File: config.mk
export PLATFORM = sky130hd
export DESIGN_NAME = varredura_display_placar
export DESIGN_NICKNAME = d
export VERILOG_FILES = /design/src/rtl/placar_pkg.sv /design/src/rtl/contador_tick.sv /design/src/rtl/varredura_display_placar.sv
export SDC_FILE = /design/constraint.sdc
export NUM_CORES = 1
export LEC_CHECK = 0
export ABC_AREA = 1
export CAP_MARGIN = 25
export CORE_ASPECT_RATIO = 1.5
export CORE_MARGIN = 8
export CORE_UTILIZATION = 40
export CTS_CLUSTER_SIZE = 14
export DETAILED_ROUTE_END_ITERATION = 8
export HOLD_SLACK_MARGIN = 0.08
export PLACE_DENSITY = 0.7
export SYNTH_ARGS = -nofsm -noshare
export SYNTH_HDL_FRONTEND = slang
export SYNTH_SLANG_ARGS = --single-unit
File: constraint.sdc
create_clock -name clock -period 1.7 [get_ports clock]
set_input_delay 0.425 -clock clock [delete_from_list [all_inputs] [get_ports clock]]
set_output_delay 0.425 -clock clock [all_outputs]
set_load 0.02 [all_outputs]
File: src/rtl/placar_pkg.sv
// placar_pkg: mode/screen encodings and anode polarity shared by the scoreboard display scan.
package placar_pkg;
  typedef enum logic [1:0] {
    MODO_AUTO    = 2'b00,
    MODO_PLACAR  = 2'b01,
    MODO_CRONO   = 2'b10,
    MODO_APAGADO = 2'b11
  } modo_t;
  typedef enum logic {
    TELA_PLACAR = 1'b0,
    TELA_CRONO  = 1'b1
  } tela_t;
  localparam logic ANODO_OFF = 1'b1;
endpackage

File: src/rtl/contador_tick.sv
// contador_tick: modulo-N counter with enable, sync clear and a one-cycle wrap pulse.
module contador_tick #(
  parameter int N = 4,
  localparam int W = (N > 1) ? $clog2(N) : 1
) (
  input  logic         clock,
  input  logic         reset_n,
  input  logic         i_en,
  input  logic         i_clr,
  output logic [W-1:0] o_cnt,
  output logic         o_wrap
);
  logic [W-1:0] r_cnt;
  assign o_wrap = i_en && !i_clr && (r_cnt == W'(N - 1));
  assign o_cnt  = r_cnt;
  always_ff @(posedge clock or negedge reset_n)
    if (!reset_n) r_cnt <= '0;
    else r_cnt <= (i_clr || o_wrap) ? '0 : i_en ? r_cnt + 1'b1 : r_cnt;
endmodule

File: src/rtl/varredura_display_placar.sv
// varredura_display_placar: multiplexed scan of a common-anode 7-segment bank,
// alternating between score and timer screens with its own prescaler.
module varredura_display_placar
  import placar_pkg::*;
#(
  parameter int NUM_DIGITOS   = 4,
  parameter int DIGITOS_CRONO = 2,
  parameter int OFFSET_CRONO  = 1,
  parameter int DIV_VARREDURA = 50000,
  parameter int TICKS_ALTERNA = 2000,
  parameter int BLANK_CICLOS  = 2,
  localparam int IW = (NUM_DIGITOS > 1) ? $clog2(NUM_DIGITOS) : 1
) (
  input  logic                       clock,
  input  logic                       reset_n,
  input  logic [1:0]                 modo,
  input  logic [4*NUM_DIGITOS-1:0]   placar_bcd,
  input  logic [4*DIGITOS_CRONO-1:0] crono_bcd,
  output logic [NUM_DIGITOS-1:0]     anodo,
  output logic [3:0]                 bcd_out,
  output logic                       tela,
  output logic [IW-1:0]              digito_idx
);
  localparam int PW = (DIV_VARREDURA > 1) ? $clog2(DIV_VARREDURA) : 1;
  localparam int AW = (TICKS_ALTERNA > 1) ? $clog2(TICKS_ALTERNA) : 1;
  localparam logic [IW-1:0] PRIM_CRONO = IW'(OFFSET_CRONO);
  localparam logic [IW-1:0] ULT_CRONO  = IW'(OFFSET_CRONO + DIGITOS_CRONO - 1);
  localparam logic [IW-1:0] ULT_PLACAR = IW'(NUM_DIGITOS - 1);
  localparam logic [NUM_DIGITOS-1:0] UM = NUM_DIGITOS'(1);

  if (OFFSET_CRONO + DIGITOS_CRONO > NUM_DIGITOS) begin : g_chk_crono
    $error("timer digits exceed the physical bank");
  end
  if (BLANK_CICLOS >= DIV_VARREDURA) begin : g_chk_blank
    $error("blank window must be shorter than a slot");
  end

  modo_t                  r_modo;
  tela_t                  r_tela, w_tela_nxt, w_alvo;
  logic [IW-1:0]          r_idx, w_idx_nxt, w_idx_avanca, w_idx_crono;
  logic [NUM_DIGITOS-1:0] r_anodo, w_anodo_nxt;
  logic [3:0]             r_bcd, w_bcd_nxt;
  logic [PW-1:0]          w_presc;
  logic [AW-1:0]          w_alt_unused;
  logic                   w_tick, w_alt_wrap, w_mudou;

  assign w_mudou = r_modo != modo_t'(modo);

  contador_tick #(.N(DIV_VARREDURA)) u_prescaler (
    .clock  (clock),
    .reset_n(reset_n),
    .i_en   (1'b1),
    .i_clr  (w_mudou),
    .o_cnt  (w_presc),
    .o_wrap (w_tick)
  );

  // Clearing on a mode change also suppresses a coincident wrap, so the mode change wins.
  contador_tick #(.N(TICKS_ALTERNA)) u_alternancia (
    .clock  (clock),
    .reset_n(reset_n),
    .i_en   (w_tick && r_modo == MODO_AUTO),
    .i_clr  (w_mudou || r_modo != MODO_AUTO),
    .o_cnt  (w_alt_unused),
    .o_wrap (w_alt_wrap)
  );

  always_ff @(posedge clock or negedge reset_n)
    if (!reset_n) begin
      r_modo  <= MODO_AUTO;
      r_tela  <= TELA_PLACAR;
      r_idx   <= '0;
      r_anodo <= {NUM_DIGITOS{ANODO_OFF}};
      r_bcd   <= '0;
    end else begin
      r_modo  <= modo_t'(modo);
      r_tela  <= w_tela_nxt;
      r_idx   <= w_idx_nxt;
      r_anodo <= w_anodo_nxt;
      r_bcd   <= w_bcd_nxt;
    end

  always_comb begin
    w_alvo       = (modo_t'(modo) == MODO_CRONO) ? TELA_CRONO : TELA_PLACAR;
    w_idx_avanca = (r_tela == TELA_CRONO) ? ((r_idx == ULT_CRONO) ? PRIM_CRONO : r_idx + 1'b1)
                                          : ((r_idx == ULT_PLACAR) ? '0 : r_idx + 1'b1);
    w_tela_nxt   = w_mudou ? w_alvo : w_alt_wrap ? tela_t'(~r_tela) : r_tela;
    w_idx_nxt    = (w_mudou || w_alt_wrap) ? ((w_tela_nxt == TELA_CRONO) ? PRIM_CRONO : '0)
                 : w_tick ? w_idx_avanca : r_idx;
  end

  // The blank window is read straight off the prescaler count, which restarts every slot.
  always_comb begin
    w_idx_crono = r_idx - PRIM_CRONO;
    w_anodo_nxt = (r_modo == MODO_APAGADO || w_presc < PW'(BLANK_CICLOS))
                ? {NUM_DIGITOS{ANODO_OFF}} : ~(UM << r_idx);
    w_bcd_nxt   = (r_tela == TELA_CRONO) ? 4'(crono_bcd >> {w_idx_crono, 2'b00})
                                         : 4'(placar_bcd >> {r_idx, 2'b00});
  end

  assign anodo      = r_anodo;
  assign bcd_out    = r_bcd;
  assign tela       = r_tela;
  assign digito_idx = r_idx;
endmodule

### Yosys cells after proc, flatten, opt, wreduce, memory -nomap -nowiden

Index checks and enable logic that the tools add are counted.

* bits in registers: 40
* input bits: 28
* output and inout bits: 11
* word-level logic and storage cells: 53

* add/sub/neg operators: 4
* magnitude comparators: 1
* eq/ne operators: 7
* shifts and indexed selects: 3
* muxes and demuxes: 14
* bitwise gates (word level): 2
* reduce and logical (&&, ||, !) cells: 15

Operators with widths (number)
* $mux W11: 2
* $add A16 B1 Y16 const B: 1
* $eq A16 B16 Y1 const B: 1
* $lt A16 B2 Y1 const B: 1
* $mux W16: 1
* $shr A16 B4 Y4: 1
* $add A11 B1 Y11 const B: 1
* $eq A11 B11 Y1 const B: 1
* $mux W2: 5
* $eq A2 B2 Y1 const B: 4
* $mux W4: 2
* $shr A8 B4 Y4: 1
* $reduce_bool A2 Y1: 3
* $logic_or A1 B1 Y1: 5
* $logic_and A1 B1 Y1: 4
* $mux W1: 4
* $not A4 Y4: 1
* $shl A1 B2 Y4 const A: 1
* $add A2 B1 Y2 const B: 1
* $logic_not A1 Y1: 2
* $logic_not A2 Y1: 1
* $ne A2 B2 Y1: 1
* $sub A2 B1 Y2 const B: 1
* $not A1 Y1: 1

### Depth between registers and ports, before layout

Gate-level depths: netlist (run 1).

* depth after elaboration: 10
* depth in mapped cells: 12
* gate-level depth less buffers: 12

### Modules after synthesis

From an unflattened synthesis (run 1), not the netlist that was laid out.

* cell total of the unflattened synthesis: 342
* area total of the unflattened synthesis: 2509.9 µm²

By module, submodules not included
* contador_tick (u_prescaler): times used 1, cells an instance 141, area an instance 1003.5 µm², sequential area each 400.4 µm²
* varredura_display_placar: times used 1, cells an instance 118, area an instance 855.8 µm², sequential area each 330.3 µm²
* contador_tick (u_alternancia): times used 1, cells an instance 83, area an instance 650.6 µm², sequential area each 275.3 µm²

### Worst setup path before layout (run 1)

No wires, ideal clock.

* kind: register to register
* start: register r_idx[0] (netlist: digito_idx[0])
* end: register r_idx[0] (netlist: digito_idx[0])
* setup time: 116 ps
* arrival time: 1548 ps
* data required time: 1584 ps
* path slack: 36 ps
* stages on the path, launching flop included: 10
* path buffers: 1
* clock period less this slack: 1664 ps
* path through: dfrtp_1 inv_1 clkbuf_1 ha_1 o21ai_0 o21ai_0 nor2_1 nor2_1 nand2_1 nand2_1

* longest elaborated chain between the ends: 5
* elaborated cells between the ends (all ways): 8
* classes of those cells: add/sub: 1; eq/ne: 2; mux: 5

RTL lines
* start, declared: line varredura_display_placar.sv:40 `logic [IW-1:0] r_idx, w_idx_nxt, w_idx_avanca, w_idx_crono;`
* start signal, assigned: line varredura_display_placar.sv:78 `r_idx <= w_idx_nxt;`
* $add A2 B1 Y2, or another cell as far along: line varredura_display_placar.sv:85, varredura_display_placar.sv:86
* $mux W2, on equally long branches: line varredura_display_placar.sv:86, varredura_display_placar.sv:85
* $mux W2 *: line varredura_display_placar.sv:85 `w_idx_avanca = (r_tela == TELA_CRONO) ? ((r_idx == ULT_CRONO) ? PRIM_CRONO : r_idx + 1'b1)`
* $mux W2 *: line varredura_display_placar.sv:89 `: w_tick ? w_idx_avanca : r_idx;`
* $mux W2 *: line varredura_display_placar.sv:88 `w_idx_nxt = (w_mudou || w_alt_wrap) ? ((w_tela_nxt == TELA_CRONO) ? PRIM_CRONO : '0)`

Every way passes the cells marked *; elsewhere a longest branch is shown, timed or not. The select of a mux whose other input is x is not followed.
A chain may end at the register's enable or synchronous reset.

### Worst setup path after layout (run 1)

* start: register u_prescaler.r_cnt[1] (netlist: u_prescaler.o_cnt[1])
* end: register r_idx[1] (netlist: digito_idx[1])

* longest elaborated chain between the ends: 7
* elaborated cells between the ends (all ways): 8
* classes of those cells: eq/ne: 1; mux: 1; reduce/logical: 6

RTL lines
* start, declared: line contador_tick.sv:13 `logic [W-1:0] r_cnt;`
* start signal, assigned: line contador_tick.sv:18 `else r_cnt <= (i_clr || o_wrap) ? '0 : i_en ? r_cnt + 1'b1 : r_cnt;`
* $eq A16 B16 Y1 *: line contador_tick.sv:14 `assign o_wrap = i_en && !i_clr && (r_cnt == W'(N - 1));`
* $logic_and A1 B1 Y1 *: line contador_tick.sv:14
* $logic_and A1 B1 Y1: line varredura_display_placar.sv:62 `.i_en (w_tick && r_modo == MODO_AUTO),`
* $logic_and A1 B1 Y1 (2 in a row): line contador_tick.sv:14
* $logic_or A1 B1 Y1: line varredura_display_placar.sv:88
* $mux W2 or $reduce_bool A2 Y1 (tied branches)

Every way passes the cells marked *; elsewhere a longest branch is shown, timed or not.

==> run_results.csv, run 1 <==
group,metric,value,unit
timing,timing.final.crit_period,1690,ps
power_and_ir_drop,power_leakage,1.49,nW
worst_setup_path,worstSetupPathType,"reg2reg",
finish,fin_util,58.5,%
synthesis,ys_ff_latch,40,
grt,grt_pass1_wl,10100,µm
grt,antenna_found_initial,0,
synthesis,synth.distinct_cells,32,
finish,multi_input_area,1280,µm²
placed_design,routabilityCongestion,0.845,
worst_setup_path,cp_data_arrival_time,1900,ps
grt,gr-total-overflow,0,
synthesis,synthAdderAreaFrac,3.28,%
route,ant_nets,0,
timing,rsz0062_at_grt,"true",
synthesis,synth_seq_area_share,43.9,%
clocking,path_clk_slew,80,ps
route,drt_iter0_markers,68,
finish,seqCellArea,1010,µm²
grt,grt_max_degree,27,
clocking,cts_sinks,40,
synthesis,syn_area,2290,µm²
timing,period_share,99.6,%
timing,fin_skew,5.35,ps
finish,fillers,514,
worst_setup_path,end_kind,"flop",
timing,fmax,591,MHz
finish,nNetsFinal,408,
route,drt_first_pass_iters,5,
finish,layout_common_cells,"52 x nand2_1, 51 x nor2_1, 33 x buf_4",
synthesis,synth_top_area_share,39.3,%
timing,setup_viol_count_final,0,
floorplan,start_util,40.5,%
timing,holdWs,297,ps
floorplan,coreArea,5660,µm²
finish,layout-drive-gt1-share,26.9,%
synthesis,synth-xor-area-share,4.21,%
power_and_ir_drop,power.density,716,nW/µm²
power_and_ir_drop,vdd_drop_max,474,µV
grt,grt_pass1_vias,2215,
floorplan,die-area,8450,µm²
floorplan,rows,34,
floorplan,ios,39,
worst_setup_path,path_max_fanout,6,
route,drt-total-wl,6270,µm
worst_setup_path,start_kind,"flop",
min_path,hp-class,"in2reg",
clocking,clock_latency,290,ps
floorplan,die_x,77.8,µm
synthesis,synth.mux.area_fraction,0.437,%
clocking,cts.path.max_buffers,2,
clocking,cts_tree,"yes",
timing,hold_viol,0,
synthesis,synth-compound-area-share,9.12,%
timing,worst_slack,7.58,ps
synthesis,synth_top_family_by_area,"simple AND/OR/NAND/NOR gates",
synthesis,synth_nets,328,
synthesis,synth-simple-area-share,32.7,%
synthesis,synth_area_leader_cell,"dfrtp_1",
clocking,cts_made_buffers,5,
placed_design,dp_slack,-325,ps
route,dr_total_vias,2216,
finish,antenna_cells,0,
status,outcome,"complete, no violations",
route,drcViolationCount,0,
synthesis,yosysWarnings,0,
finish,area_growth_syn_to_layout,44.6,%
clocking,cts.htree.levels,2,
placed_design,port_buffers,38,
timing,tightest_slew,359,ps
timing,slew_headroom,75.9,%
grt,track_usage,14.8,%
route,post_drt_wl_per_cell,14.0,µm
placed_design,hpwlAfterDp,4760,µm
floorplan,die_y,109,µm
synthesis,synth_area_leaders,"dfrtp_1 39%, nand2_1 9.7%, nor2_1 9.2%",
worst_setup_path,required,1910,ps
route,vias_per_cell,4.96,
clocking,cts-root-buf,"clkbuf_8",
synthesis,avgSynthCellArea,7.79,µm²
timing,slew_viol_final,0,
finish,final_common_cell,"nand2_1",
flow_run,maxCapViolCount,0,
synthesis,syn_inst,294,
-- layout make-up --
class                      count  share of cell area (%)
clock buffer                   6                    2.19
clock inverter                 2                    1.06
inverter                      34                    3.93
multi-input combinational    216                    38.6
sequential                    40                    30.5
tap                           72                    2.72
timing repair buffer          77                    21.0
-- final timing paths --
kind	from	endpoint	slack, ps	cells after the start
min in group asynchronous	reset_n	bcd_out[0]	570	2
hold / removal	modo[0]	r_modo[0]	300	1
hold reg to reg	u_prescaler.o_cnt[5]	u_prescaler.o_cnt[5]	550	1
setup reg to reg	u_prescaler.o_cnt[1]	digito_idx[1]	8	9
max in group asynchronous	reset_n	anodo[3]	600	3
setup / recovery	u_prescaler.o_cnt[1]	digito_idx[1]	8	9
-- worst max-delay path, stage by stage (launching register included) --
cell and delay [ps]:
dfrtp_1 400, ha_4 170, nand2_1 80, nor2_1 110, nand3_1 90, nor2_2 170, buf_4 140, nor2_4 40
buf_2 170, o31ai_1 230
-- registers in the layout, summed over array words and instances (netlist names) --
name,flops
tela,1
u_prescaler.o_cnt,16
anodo,4
r_modo,2
bcd_out,4
u_alternancia.o_cnt,11
digito_idx,2
-- through the flow --
| stage | total power, W | cells | TNS (ps) | cell area (µm²) |
|---|---|---|---|---|
| after floorplan | 0.00131 | 294 | 0 | 2290 |
| after global placement | 0.00161 | 430 | -5780 | 2990 |
| after detailed placement | 0.00162 | 430 | -7860 | 2990 |
| after CTS | 0.00238 | 439 | 0 | 3110 |
| after global routing | 0.00249 | 447 | -1520 | 3310 |
| final | 0.00237 | 447 | 0 | 3310 |
-- power by group --
group | switching (W) | internal (W)
clock network | 0.000336 | 0.000436
registers | 0.0000289 | 0.00100
logic | 0.000308 | 0.000260
-- per-layer routing --
layer / share of wire (%) / track usage (%) / wire length (µm)
met4: 3.3 / 6.78 / 210
met3: 2.1 / 2.48 / 129
met1: 38 / 15.0 / 2420
met5: 0 / 0 / 0
met2: 56 / 28.5 / 3520
-- repair_timing --
item,in CTS,in global routing
hold buffers,1,0
resized for setup,12,45
gates cloned,0,1
setup endpoints to repair,20,24
buffers inserted,0,10
pin swaps,3,13
endpoints found under the hold margin,12,0
-- synth_stat cells --
cell type	number
ha_1	6
mux2i_1	1
o21ai_0	18
nand3_2	1
dfrtp_1	36
a21oi_1	7
nor2_8	1
inv_1	32
o31ai_1	5
o22ai_1	4
a32oi_1	1
nor3_2	3
nand2_1	59
nor2_1	56
nor2_2	7
xnor2_1	3
nand2_4	1
nor3b_1	1
nand4_1	4
dfstp_2	4
nand2_2	4
inv_2	2
nor3b_2	1
nor3_1	4
nor4_1	4
buf_2	2
a211oi_1	1
xor2_1	8
nor2_4	2
nand3_1	13
clkbuf_1	2
o21ai_1	1
-- cell families after synthesis --
group | after synthesis
adder cells (fa/ha/maj) | 6
XOR/XNOR | 11
multiplexers | 1
buffers and inverters | 38
AND/OR/NAND/NOR | 161
AO/OA/AOI/OAI | 37
flip-flops | 40
No activity file was read; power rests on OpenSTA's default activity.
==> run 2: changes to the inputs <==
--- a/config.mk
+++ b/config.mk
@@ -14,6 +14,7 @@
 export DETAILED_ROUTE_END_ITERATION = 8
 export HOLD_SLACK_MARGIN = 0.08
 export PLACE_DENSITY = 0.7
+export REMOVE_ABC_BUFFERS = 1
 export SYNTH_ARGS = -nofsm -noshare
 export SYNTH_HDL_FRONTEND = slang
 export SYNTH_SLANG_ARGS = --single-unit
==> run 2 against run 1 <==
Compared with the run above: global-route usage up 0.25 points; via count up 0.23%; count of clock-buffer cells in the layout unchanged; cell count up 1.8%; critical path type unchanged; largest cell class unchanged; highest routed layer unchanged.
==> run_results.csv, run 2 (synthesis gave the netlist of run 1 again) <==
group,metric,value,unit
status,outcome,"complete, no violations",
grt,grt_pass1_vias,2196,
finish,nNetsFinal,416,
route,drt_first_pass_iters,4,
route,post_drt_wl_per_cell,13.7,µm
route,ant_nets,0,
timing,slew_viol_final,0,
timing,timing.final.crit_period,1680,ps
worst_setup_path,cp_data_arrival_time,1850,ps
placed_design,routabilityCongestion,0.838,
floorplan,coreArea,5660,µm²
min_path,hp-class,"in2reg",
power_and_ir_drop,p_seq_share,44.2,%
clocking,cts_made_buffers,5,
placed_design,hpwlAfterDp,4590,µm
route,drt_iter0_markers,64,
timing,holdWs,420,ps
finish,layout_common_cells,"53 x nand2_1, 50 x nor2_1, 46 x buf_4",
finish,antenna_cells,0,
finish,layout-drive-gt1-share,26.1,%
clocking,cts_sinks,40,
floorplan,die-area,8450,µm²
placed_design,dp_slack,-335,ps
floorplan,rows,34,
worst_setup_path,required,1870,ps
timing,hold_viol,0,
power_and_ir_drop,sw_frac_of_total,27.9,%
timing,period_share,98.8,%
route,dr_total_vias,2221,
flow_run,maxCapViolCount,0,
clocking,cts-root-buf,"clkbuf_8",
placed_design,port_buffers,38,
clocking,cts.path.max_buffers,2,
finish,largest_register_ffs,16,
power_and_ir_drop,power_leakage,1.54,nW
route,vias_per_cell,4.88,
floorplan,die_x,77.8,µm
clocking,cts.htree.levels,2,
worst_setup_path,end_kind,"flop",
timing,slew_headroom,74.4,%
power_and_ir_drop,p_clk_share,32.8,%
clocking,path_clk_slew,80,ps
grt,grt_pass1_wl,10200,µm
timing,setup_viol_count_final,0,
clocking,cts_tree,"yes",
timing,fin_skew,8.52,ps
power_and_ir_drop,p_int,0.00169,W
grt,antenna_found_initial,0,
timing,worst_slack,19.7,ps
finish,area_growth_syn_to_layout,45.2,%
worst_setup_path,start_kind,"flop",
power_and_ir_drop,power.density,706,nW/µm²
worst_setup_path,worstSetupPathType,"reg2reg",
grt,gr-total-overflow,0,
route,drcViolationCount,0,
power_and_ir_drop,pwr-share-comb,23.0,%
clocking,clock_latency,290,ps
floorplan,start_util,40.5,%
power_and_ir_drop,netSwitchingPower,0.000656,W
timing,tightest_slew,383,ps
grt,grt_max_degree,19,
route,drt-total-wl,6240,µm
floorplan,die_y,109,µm
floorplan,ios,39,
grt,track_usage,15.0,%
timing,rsz0062_at_grt,"true",
worst_setup_path,path_max_fanout,3,
finish,final_common_cell,"nand2_1",
power_and_ir_drop,vdd_drop_max,512,µV
finish,fillers,503,
timing,fmax,595,MHz
==> run 2: worst max-delay path, cell delays in order (launching register included) <==
cell and delay, ps:
dfrtp_1 400, buf_4 130, nand2_1 70, nor2_2 150
nand2_2 90, nor2_4 130, nand2_2 70, nor3_4 240
buf_4 150, buf_4 90, nor3_1 40
==> run 2: per-layer routing <==
metal	GRT usage [%]	up-vias	routed length, µm
met2	28.8	34	3530
met1	15.8	1056	2390
met3	2.89	15	159
li1	-	1116	-
met4	5.28	0	159
met5	0	-	0
==> run 2: cell type report <==
cell class | instances | area (µm²) | area share, %
multi-input combinational | 216 | 1260 | 38.0
sequential | 40 | 1010 | 30.4
timing repair buffer | 85 | 728 | 21.9
inverter | 34 | 128 | 3.84
tap | 72 | 90.1 | 2.71
clock buffer | 6 | 72.6 | 2.18
clock inverter | 2 | 35.0 | 1.05
==> run 2: path summary, 6_finish.rpt <==
check	cells past startpoint	end	start	slack [ps]
min in group asynchronous	2	bcd_out[2]	reset_n	500
worst min register to register	1	u_prescaler.o_cnt[5]	u_prescaler.o_cnt[5]	540
worst max-delay path	10	u_prescaler.o_cnt[7]	u_prescaler.o_cnt[0]	20
max in group asynchronous	3	u_prescaler.o_cnt[5]	reset_n	700
worst min-delay path	2	r_modo[1]	modo[1]	420
worst max register to register	10	u_prescaler.o_cnt[7]	u_prescaler.o_cnt[0]	20
==> run 2: power groups by stage <==
stage / logic, W / registers (W) / clock network (W)
after floorplan: 0.000186 / 0.00112 / 0
after global placement: 0.000549 / 0.00105 / 0
after detailed placement: 0.000555 / 0.00105 / 0
final: 0.000541 / 0.00104 / 0.000770
after global routing: 0.000600 / 0.00104 / 0.000838
after CTS: 0.000551 / 0.00104 / 0.000792
==> run 2: through the flow <==
stage	cell area [µm²]	utilization, %	total power, W	std cells	TNS, ps
final	3330	58.8	0.00235	455	0
after global routing	3330	58.8	0.00248	455	-619
after CTS	3190	56.3	0.00238	448	-51.7
after detailed placement	2960	52.4	0.00161	430	-7540
after global placement	2960	52.4	0.00160	430	-7170
after floorplan	2270	-	0.00131	290	-149
==> run 2: timing repair <==
action / CTS / global route
setup buffers: 9 / 8
cloned: 0 / 0
pin swaps: 6 / 18
hold buffers: 1 / 0
hold endpoints to repair: 3 / 0
resized for setup: 19 / 27
setup endpoints to repair: 20 / 32
==> run 3: changes to the inputs <==
--- a/config.mk
+++ b/config.mk
@@ -12,9 +12,11 @@
 export CORE_UTILIZATION = 40
 export CTS_CLUSTER_SIZE = 14
 export DETAILED_ROUTE_END_ITERATION = 8
+export GPL_TIMING_DRIVEN = 0
 export HOLD_SLACK_MARGIN = 0.08
 export PLACE_DENSITY = 0.7
 export REMOVE_ABC_BUFFERS = 1
+export SLEW_MARGIN = 40
 export SYNTH_ARGS = -nofsm -noshare
 export SYNTH_HDL_FRONTEND = slang
 export SYNTH_SLANG_ARGS = --single-unit
==> run 3 against run 2 <==
Compared with the run above: non-clock buffer count decreased by 10; clock skew is essentially flat; the flow now finishes with violations (setup timing); cell area down 0.19%; first-iteration DRC count grew 55%; sequential power hardly changed; cell count is 2.0% lower; via count grew 0.68%; die area did not move; register-to-register slack lost 80 ps.
==> run_results.csv, run 3 (synthesis gave the netlist of run 1 again) <==
group,metric,value,unit
floorplan,rows,34,
placed_design,place_inst,400,
finish,layout-drive-gt1-share,27.0,%
power_and_ir_drop,power_leakage,1.50,nW
power_and_ir_drop,netSwitchingPower,0.000692,W
finish,seqCellArea,1010,µm²
timing,slew_viol_final,0,
route,drt_first_pass_iters,4,
route,drt_iter0_markers,99,
clocking,clock_latency,290,ps
route,post_drt_wl_per_cell,13.8,µm
timing,setup_tns,-125,ps
grt,grt_pass1_vias,2197,
clocking,path_clk_slew,80,ps
route,drcViolationCount,0,
min_path,hp-class,"in2async",
worst_setup_path,required,1910,ps
timing,period_share,103,%
worst_setup_path,path_max_fanout,6,
route,drt-total-wl,6170,µm
finish,fillers,477,
grt,gr-total-overflow,0,
clocking,cts.htree.levels,2,
power_and_ir_drop,p_clk_share,32.6,%
timing,rsz0062_at_grt,"true",
clocking,cts-root-buf,"clkbuf_8",
grt,track_usage,15.0,%
power_and_ir_drop,p_seq_share,43.2,%
power_and_ir_drop,vdd_drop_max,601,µV
placed_design,routabilityCongestion,0.828,
floorplan,start_util,40.5,%
finish,multi_input_area,1330,µm²
finish,area_growth_syn_to_layout,44.9,%
worst_setup_path,start_kind,"flop",
timing,slew_headroom,66.3,%
route,vias_per_cell,5.01,
finish,nNetsFinal,407,
placed_design,place_area,2740,µm²
finish,layout_common_cells,"51 x nand2_1, 50 x nor2_1, 37 x buf_4",
timing,setup_viol_count_final,6,
clocking,cts_sinks,40,
timing,timing.final.crit_period,1760,ps
clocking,hold_buffers,0,
route,dr_total_vias,2236,
timing,hold_viol,0,
finish,stdcell_area,3320,µm²
timing,fmax,569,MHz
placed_design,port_buffers,38,
grt,grt_max_degree,41,
power_and_ir_drop,pwr-share-comb,24.2,%
power_and_ir_drop,sw_frac_of_total,28.8,%
worst_setup_path,r2r-start,"u_prescaler.o_cnt[0]",
clocking,cts.path.max_buffers,2,
floorplan,die_y,109,µm
worst_setup_path,worstSetupPathType,"reg2reg",
clocking,cts_tree,"yes",
power_and_ir_drop,power.density,723,nW/µm²
worst_setup_path,cp_data_arrival_time,1970,ps
worst_setup_path,r2r_slack,-60,ps
status,violations,"setup timing",
finish,antenna_cells,0,
worst_setup_path,reg2regPathDepth,11,
timing,worst_slack,-58.8,ps
finish,final_cells,446,
worst_setup_path,worstReg2RegEnd,"digito_idx[1]",
route,ant_nets,0,
grt,grt_pass1_wl,10200,µm
clocking,cts_made_buffers,5,
power_and_ir_drop,p_int,0.00171,W
status,outcome,"finished, violations left",
timing,holdWs,89.8,ps
finish,final_common_cell,"nand2_1",
floorplan,ios,39,
flow_run,maxCapViolCount,0,
finish,largest_register_ffs,16,
floorplan,die_x,77.8,µm
timing,fin_skew,8.71,ps
floorplan,die-area,8450,µm²
floorplan,coreArea,5660,µm²
worst_setup_path,end_kind,"flop",
grt,antenna_found_initial,0,
placed_design,hpwlAfterDp,4060,µm
timing,tightest_slew,505,ps
[run 3: changes by cell type in the layout (fill, tap and decap cells not counted), moves of 2 or more]
cell / delta
clkinvlp_4: +2
nand2_1: -2
buf_4: -9
o21ai_1: -2
nand2_2: +2
dlymetal6s2s_1: -2
nand3_4: +2
inv_1: -2
[run 3: final cells by class]
cell class,instances,area share [%]
sequential,40,30.4
clock inverter,3,1.28
tap,72,2.71
timing repair buffer,75,19.6
inverter,34,3.96
multi-input combinational,217,40.0
clock buffer,5,2.07
[run 3: critical path, cell delays in order, from the launching register on]
cell	delay, ps
dfrtp_1	350
buf_4	120
ha_4	160
nand2_4	60
nor2_4	90
nand3_2	80
nor2_4	130
buf_4	120
nor2_4	50
buf_4	140
buf_4	140
o31ai_2	220
[run 3: through the flow]
stage          setup WS [ps]  util [%]  power [W]
2_1_floorplan           -111         -    0.00131
3_3_place_gp            -849      48.5    0.00154
3_5_place_dp            -894      48.5    0.00154
4_1_cts                 -113      54.8    0.00238
5_1_grt                 -153      58.7    0.00252
6_report               -58.8      58.7    0.00240
[run 3: timing repair]
item	4_1_cts	5_1_grt
endpoints found under the setup margin	40	24
gates resized for setup	32	24
gates cloned	1	0
hold endpoints to repair	0	0
pin swaps	12	15
setup buffers	22	16
[run 3: worst max path at each step]
stage,slack [ps],from,cells past startpoint,end
5_1_grt,-150,u_prescaler.o_cnt[6],11,digito_idx[0]
2_1_floorplan,-110,digito_idx[0],8,digito_idx[0]
4_1_cts,-110,u_prescaler.o_cnt[0],11,u_prescaler.o_cnt[9]
3_3_place_gp,-850,modo[1],9,u_prescaler.o_cnt[10]
3_5_place_dp,-890,modo[1],9,u_prescaler.o_cnt[10]
6_report,-60,u_prescaler.o_cnt[0],11,digito_idx[1]
[run 3: per-layer routing]
layer	global-route usage, %	part of all wire [%]	up-vias
met5	0	0	-
met4	5.01	2.3	0
met3	2.81	3.2	14
met2	29.2	56	47
met1	15.3	38	1066
li1	-	-	1109
[run 3: power groups by stage]
| stage | Clock [W] | Sequential [W] | Combinational (W) |
|---|---|---|---|
| finish | 0.000782 | 0.00104 | 0.000580 |
| global placement | 0 | 0.00108 | 0.000461 |
| CTS | 0.000799 | 0.00104 | 0.000536 |
| global route | 0.000838 | 0.00105 | 0.000634 |
| floorplan | 0 | 0.00112 | 0.000186 |
| detailed placement | 0 | 0.00108 | 0.000464 |
